==> config.mk <==
export PLATFORM = sky130hd
export DESIGN_NAME = hash_framer_flat
export DESIGN_NICKNAME = d
export VERILOG_FILES = /design/src/rtl/ntlm_proto_pkg.sv /design/src/rtl/hash_framer_if.sv /design/src/rtl/hash_framer.sv /design/src/flat_wrapper.sv
export SDC_FILE = /design/constraint.sdc
export NUM_CORES = 1
export LEC_CHECK = 0
export ABC_AREA = 1
export CORE_MARGIN = 2
export CORE_UTILIZATION = 36
export DETAILED_ROUTE_END_ITERATION = 12
export HOLD_SLACK_MARGIN = 0.12
export SLEW_MARGIN = 20
export SYNTH_ARGS = -nofsm -noshare
export SYNTH_HDL_FRONTEND = slang
export SYNTH_SLANG_ARGS = --single-unit
==> constraint.sdc <==
create_clock -name clk -period 4.3 [get_ports clk]
set_clock_uncertainty 0.15 [all_clocks]
set_input_delay 0.86 -clock clk [delete_from_list [all_inputs] [get_ports clk]]
set_output_delay 0.86 -clock clk [all_outputs]
set_load 0.1 [all_outputs]
==> src/rtl/ntlm_proto_pkg.sv <==
// ntlm_proto_pkg: framing byte codes and framer state encoding.
// Shared by the hash framer and its environment.
package ntlm_proto_pkg;

  localparam logic [7:0] BYTE_START = 8'hAA;
  localparam logic [7:0] BYTE_CONT  = 8'h88;
  localparam logic [7:0] BYTE_STOP  = 8'hEE;
  localparam logic [7:0] BYTE_PROG  = 8'h6C;

  typedef enum logic [2:0] {
    IDLE,
    SEND_START,
    SEND_HASH,
    SEND_SEP,
    ACCEPT,
    ARMED,
    SEND_PROG,
    COLLECT
  } framer_state_t;

endpackage

==> src/rtl/hash_framer_if.sv <==
// hash_framer_if: hash stream, UART tx/rx and result signals.
// slave is the framer side, master the environment side.
interface hash_framer_if;

  logic         hash_valid;
  logic [127:0] hash_data;
  logic         hash_last;
  logic         hash_ready;
  logic [7:0]   tx_byte;
  logic         tx_start;
  logic         tx_done;
  logic         prog_req;
  logic [7:0]   rx_byte;
  logic         rx_valid;
  logic [7:0]   res_byte;
  logic         res_valid;
  logic         res_done;
  logic         busy;
  logic         err;

  modport slave (
    input  hash_valid, hash_data, hash_last,
    input  tx_done, prog_req, rx_byte, rx_valid,
    output hash_ready, tx_byte, tx_start,
    output res_byte, res_valid, res_done, busy, err
  );

  modport master (
    output hash_valid, hash_data, hash_last,
    output tx_done, prog_req, rx_byte, rx_valid,
    input  hash_ready, tx_byte, tx_start,
    input  res_byte, res_valid, res_done, busy, err
  );

endinterface

==> src/rtl/hash_framer.sv <==
// hash_framer: frames target hashes onto a UART and collects results.
// Optional watchdog built when HASH_FRAMER_TIMEOUT_EN is defined.
import ntlm_proto_pkg::*;

module hash_framer #(
  parameter int unsigned RESULT_BYTES   = 1024,
  parameter int unsigned TIMEOUT_CYCLES = 100000
) (
  input  logic          clk,
  input  logic          rst,
  hash_framer_if.slave  bus
);

  localparam int RES_W = $clog2(RESULT_BYTES + 1);
  localparam logic [RES_W-1:0] RES_LAST =
    RES_W'(RESULT_BYTES - 1);

  framer_state_t    state;
  framer_state_t    state_nx;
  logic [127:0]     hash_q;
  logic             last_q;
  logic [3:0]       k_q;
  logic [RES_W-1:0] res_cnt;
  logic             sent_q;

  logic             ready_q;
  logic             busy_q;
  logic             tx_start_q;
  logic [7:0]       tx_byte_q;
  logic             res_valid_q;
  logic             res_done_q;
  logic [7:0]       res_byte_q;
  logic             err_q;

  logic             is_send;
  logic             hs;
  logic             issue;
  logic             tx_ack;
  logic             rx_take;
  logic             res_hit;
  logic             wd_exp;
  logic [7:0]       byte_nx;
  logic             ready_nx;
  logic             busy_nx;

  assign is_send = state inside
    {SEND_START, SEND_HASH, SEND_SEP, SEND_PROG};
  assign hs      = bus.hash_valid && ready_q;
  assign issue   = is_send && !sent_q;
  // a tx_done landing on the tx_start cycle is not ours
  assign tx_ack  = is_send && sent_q && !tx_start_q
                && bus.tx_done;
  assign rx_take = (state == COLLECT) && bus.rx_valid;
  assign res_hit = rx_take && (res_cnt == RES_LAST);

`ifdef HASH_FRAMER_TIMEOUT_EN
  localparam int WD_W = $clog2(TIMEOUT_CYCLES + 1);
  logic [WD_W-1:0] wd_cnt;
  logic            wd_run;

  assign wd_run = (is_send && sent_q)
               || (state == COLLECT);
  assign wd_exp = wd_run && !tx_ack && !rx_take
               && (wd_cnt == WD_W'(TIMEOUT_CYCLES - 1));

  // watchdog: counts idle wait cycles, reloads on progress
  always_ff @(posedge clk) begin
    if (rst || !wd_run || tx_ack || rx_take || wd_exp)
      wd_cnt <= '0;
    else
      wd_cnt <= wd_cnt + 1'b1;
  end
`else
  logic unused_timeout;
  assign unused_timeout = (TIMEOUT_CYCLES == 0);
  assign wd_exp = 1'b0;
`endif

  // state register and frame datapath
  always_ff @(posedge clk) begin
    if (rst) begin
      state   <= IDLE;
      hash_q  <= '0;
      last_q  <= 1'b0;
      k_q     <= '0;
      res_cnt <= '0;
      sent_q  <= 1'b0;
    end else begin
      state <= state_nx;
      if (hs) begin
        hash_q <= bus.hash_data;
        last_q <= bus.hash_last;
      end
      if (state_nx != state || tx_ack)
        sent_q <= 1'b0;
      else if (issue)
        sent_q <= 1'b1;
      if (state_nx != SEND_HASH)
        k_q <= '0;
      else if (state == SEND_HASH && tx_ack)
        k_q <= k_q + 4'd1;
      if (state == SEND_PROG && tx_ack)
        res_cnt <= '0;
      else if (rx_take)
        res_cnt <= res_cnt + 1'b1;
    end
  end

  // next-state decode
  always_comb begin
    state_nx = state;
    if (wd_exp) begin
      state_nx = IDLE;
    end else begin
      unique case (state)
        IDLE:
          if (hs) state_nx = SEND_START;
        SEND_START:
          if (tx_ack) state_nx = SEND_HASH;
        SEND_HASH:
          if (tx_ack && k_q == 4'hF)
            state_nx = SEND_SEP;
        SEND_SEP:
          if (tx_ack)
            state_nx = last_q ? ARMED : ACCEPT;
        ACCEPT:
          if (hs) state_nx = SEND_HASH;
        ARMED:
          if (bus.prog_req) state_nx = SEND_PROG;
        SEND_PROG:
          if (tx_ack) state_nx = COLLECT;
        COLLECT:
          if (res_hit) state_nx = ARMED;
        default:
          state_nx = IDLE;
      endcase
    end
  end

  // output decode: next tx byte and status levels
  always_comb begin
    byte_nx  = 8'h00;
    ready_nx = state_nx inside {IDLE, ACCEPT};
    busy_nx  = !(state_nx inside {IDLE, ARMED});
    unique case (1'b1)
      state == SEND_START: byte_nx = BYTE_START;
      state == SEND_HASH:
        byte_nx = hash_q[{~k_q, 3'b000} +: 8];
      state == SEND_SEP:
        byte_nx = last_q ? BYTE_STOP : BYTE_CONT;
      state == SEND_PROG:  byte_nx = BYTE_PROG;
      default:             byte_nx = 8'h00;
    endcase
  end

  // registered outputs
  always_ff @(posedge clk) begin
    if (rst) begin
      ready_q     <= 1'b1;
      busy_q      <= 1'b0;
      tx_start_q  <= 1'b0;
      tx_byte_q   <= '0;
      res_valid_q <= 1'b0;
      res_done_q  <= 1'b0;
      res_byte_q  <= '0;
      err_q       <= 1'b0;
    end else begin
      ready_q     <= ready_nx;
      busy_q      <= busy_nx;
      tx_start_q  <= issue;
      if (issue) tx_byte_q <= byte_nx;
      res_valid_q <= rx_take;
      res_done_q  <= res_hit;
      if (rx_take) res_byte_q <= bus.rx_byte;
      err_q       <= wd_exp;
    end
  end

  assign bus.hash_ready = ready_q;
  assign bus.busy       = busy_q;
  assign bus.tx_start   = tx_start_q;
  assign bus.tx_byte    = tx_byte_q;
  assign bus.res_valid  = res_valid_q;
  assign bus.res_done   = res_done_q;
  assign bus.res_byte   = res_byte_q;
  assign bus.err        = err_q;

endmodule

==> src/flat_wrapper.sv <==
// flat-port wrapper written by rule: the top's interface ports become plain ports
module hash_framer_flat 
#(
  parameter int unsigned RESULT_BYTES   = 1024,
  parameter int unsigned TIMEOUT_CYCLES = 100000
)
  (clk, rst, bus_hash_valid, bus_hash_data, bus_hash_last, bus_tx_done, bus_prog_req, bus_rx_byte, bus_rx_valid, bus_hash_ready, bus_tx_byte, bus_tx_start, bus_res_byte, bus_res_valid, bus_res_done, bus_busy, bus_err);
  hash_framer_if bus_i ();
  input  logic clk;
  input  logic rst;
  input wire logic [$bits(bus_i.hash_valid)-1:0] bus_hash_valid;
  input wire logic [$bits(bus_i.hash_data)-1:0] bus_hash_data;
  input wire logic [$bits(bus_i.hash_last)-1:0] bus_hash_last;
  input wire logic [$bits(bus_i.tx_done)-1:0] bus_tx_done;
  input wire logic [$bits(bus_i.prog_req)-1:0] bus_prog_req;
  input wire logic [$bits(bus_i.rx_byte)-1:0] bus_rx_byte;
  input wire logic [$bits(bus_i.rx_valid)-1:0] bus_rx_valid;
  output wire logic [$bits(bus_i.hash_ready)-1:0] bus_hash_ready;
  output wire logic [$bits(bus_i.tx_byte)-1:0] bus_tx_byte;
  output wire logic [$bits(bus_i.tx_start)-1:0] bus_tx_start;
  output wire logic [$bits(bus_i.res_byte)-1:0] bus_res_byte;
  output wire logic [$bits(bus_i.res_valid)-1:0] bus_res_valid;
  output wire logic [$bits(bus_i.res_done)-1:0] bus_res_done;
  output wire logic [$bits(bus_i.busy)-1:0] bus_busy;
  output wire logic [$bits(bus_i.err)-1:0] bus_err;
  assign bus_i.hash_valid = bus_hash_valid;
  assign bus_i.hash_data = bus_hash_data;
  assign bus_i.hash_last = bus_hash_last;
  assign bus_i.tx_done = bus_tx_done;
  assign bus_i.prog_req = bus_prog_req;
  assign bus_i.rx_byte = bus_rx_byte;
  assign bus_i.rx_valid = bus_rx_valid;
  assign bus_hash_ready = bus_i.hash_ready;
  assign bus_tx_byte = bus_i.tx_byte;
  assign bus_tx_start = bus_i.tx_start;
  assign bus_res_byte = bus_i.res_byte;
  assign bus_res_valid = bus_i.res_valid;
  assign bus_res_done = bus_i.res_done;
  assign bus_busy = bus_i.busy;
  assign bus_err = bus_i.err;
  hash_framer #(.RESULT_BYTES(RESULT_BYTES), .TIMEOUT_CYCLES(TIMEOUT_CYCLES)) u_core (.clk(clk), .rst(rst), .bus(bus_i));
endmodule
==> results.cfg <==
[min_path]
min_from = u_core.hash_q[33]$_SDFFE_PP0P_
hold_end = u_core.hash_q[33]$_SDFFE_PP0P_
min_path_type = register to register
min_delay_path_depth = 2

[floorplanning]
initial_utilization_pct = 36.7
die_height_um = 147
core_um2 = 20200
ios = 165
die_w_um = 147
die_area_um2 = 21700
rows = 52

[routing]
drt_pass1_iterations = 5
wl_per_cell_um = 14.2
met1Wirelength_um = 10200
vias = 7018
wl_met2_um = 9340
wirelength_um = 20800
drtIter0Drc = 507
viasPerCell = 4.77
met3WireLength_um = 954
ant_nets = 0
dr.max_layer_used = met4
route.detailed.drc = 0

[setup_path]
worst_ep_required_time_ns = 3.29
crit_path_end_kind = output pin
arrival_ns = 2.03
cp-start-kind = register
r2r-end = u_core.bus.tx_byte[5]$_SDFFE_PP0P_
r2r_setup_slack_ns = 1.56
critical_path.cell_chain = clkdlybuf4s50_1
crit_fanout = 2
r2r_cells = 7
crit_type = register to output pin
cp_top_family = buffers and inverters
path_buf_inv = 1
r2r-start = u_core.k_q[0]$_SDFFE_PP0P_
crit_path_max_incr_delay_ns = 1.17
crit_slowest_cell = clkdlybuf4s50_1

[pwr]
power_mw = 3.95
power.density_nw_per_um2 = 405
p_leak_nw = 3.87
max-vdd-ir-drop_mv = 0.276

[sta]
rsz0062_at_grt = no
max_freq_mhz = 329
period_minus_slack_ns = 3.04
setup_viol = 0
setup_tns_ns = 0
worst_slack_ns = 1.26
slew_headroom_pct = 31.2
worstMarginPinSlew_ns = 1.03
slew_violations = 0
period_share_pct = 70.6
hold_viol = 0

[synthesis]
synth_fp_nets = 1213
yosysSeqAreaShare_pct = 45.8
yosys_warnings = 0
synth.avg_cell_area_um2 = 6.92
synthCells = 1068
synth-edff-count = 0
synth-main-ff-cell = dfxtp_1
synth_area_um2 = 7390
ys_ff_latch = 169
async_reset_ff_share_pct = 0
synth_cell_types = 31

[clock_tree]
cts_sinks = 169
cts_tree = done
postCtsHoldBufs = 0
path_clk_slew_ns = 0.06
cts_buffers = 17
post_cts_resized = 0
cts_root_buf = clkbuf_16
h-tree-depth = 4
clk_latency_ns = 0.44
cts_setup_buffers = 0
clk_path_buf_depth = 2

[cells_and_area]
final_cell_mix = 282 x nor2_1, 175 x o21ai_0, 167 x dfxtp_1
layout-drive-gt1-share_pct = 4.66
fin_nets = 1333
final.fill_count = 2089
multiInputGateArea_um2 = 3450
antenna_cells = 0
regArea_um2 = 3390
final_common_cell = nor2_1
areaGrowthSynthToFinish_pct = 31.8

[place]
gp_congestion = 0.826
pre_cts_slack_ns = 1.30
portBuffers = 163
hpwl_um = 14000

[outcome]
status = complete, no violations

[global_route]
first_global_vias = 6788
grt_first_pass_wirelength_um = 34600
grt_overflow = 0
antenna_found_initial = 0
grt_max_degree = 95
gr-usage-all-layers_pct = 20.0

[flow_run]
cap_viol_max_count = 0
[worst register-to-register path, cell delays in order (launching register included)]
cell	delay [ns]
dfxtp_4	0.80
inv_1	0.62
o21ai_0	0.51
nand3_1	0.19
nand3_1	0.13
nand2_1	0.06
nand2_1	0.09
a21oi_1	0.07
[final cells by class]
class	count	area share, %
clock inverters	15	1.44
well taps	270	3.47
clock buffers	17	4.36
flip-flops and latches	169	34.8
inverters	79	3.05
multi-input cells	752	35.3
repair buffers	169	17.6
[registers in the layout, summed over array words and instances, names as in the netlist]
register,cells
u_core.bus.tx_start,1
u_core.res_cnt,11
u_core.bus.hash_ready,1
u_core.bus.res_valid,1
u_core.k_q,4
u_core.last_q,1
u_core.bus.tx_byte,8
u_core.bus.res_byte,8
u_core.hash_q,128
u_core.bus.res_done,1
u_core.sent_q,1
u_core.state,3
u_core.bus.busy,1
[routing by layer]
metal  track usage, %  vias up
met2             31.2      168
li1                 -     3700
met5                0        -
met1             28.0     3129
met3             3.79       21
met4             6.25        0
[cell families after synthesis]
logic type | after synthesis | share of synthesized area (%)
and+or+nand+nor | 470 | 25.4
DFF | 169 | 45.8
AOI/OAI and AO/OA | 270 | 19.6
other | 1 | 0.0507
buffers and inverters | 147 | 7.75
adders and majority gates | 2 | 0.338
xor gates and xnor gates | 9 | 1.07
[worst max-delay path by stage]
stage	startpoint	to	slack, ns	cells after the start
after floorplan	u_core.bus.hash_ready$_SDFF_PP1_	u_core.hash_q[101]$_SDFFE_PP0P_	2.06	6
after global placement	rst	u_core.hash_q[5]$_SDFFE_PP0P_	1.38	5
after detailed placement	rst	u_core.res_cnt[8]$_SDFFE_PP0P_	1.30	6
after CTS	u_core.bus.hash_ready$_SDFF_PP1_	bus_hash_ready	1.24	1
after global routing	u_core.bus.hash_ready$_SDFF_PP1_	bus_hash_ready	1.23	1
final	u_core.bus.hash_ready$_SDFF_PP1_	bus_hash_ready	1.26	1
[cell usage after synthesis (4+ instances only)]
cell type	count	area share (%)
buf_1	5	0.25
dfxtp_1	169	46
nand3_1	35	2.4
nand2_1	137	7.0
o211ai_1	38	3.9
xor2_1	6	0.71
nor2_1	282	14
o21ai_0	175	12
clkinv_1	4	0.20
inv_1	72	3.7
a21oi_1	52	3.5
clkbuf_1	48	2.4
buf_2	14	0.95
[where the power goes]
group / leakage, nW / switching [mW] / internal, mW
clock: 0.281 / 0.676 / 0.809
sequential: 1.40 / 0.0703 / 1.72
combinational: 2.19 / 0.396 / 0.276
total: 3.87 / 1.14 / 2.81
[metrics by stage]
stage                     cells  util, %  hold slack (ns)  cell area [um2]
after CTS                  1471     48.3            0.303             9750
after floorplan            1068        -            0.279             7390
after global routing       1471     48.3            0.324             9750
after detailed placement   1439     45.5            0.293             9180
final                      1471     48.3            0.302             9750
after global placement     1439     45.5            0.289             9180
Note: power is estimated with default switching activity, not from simulation.
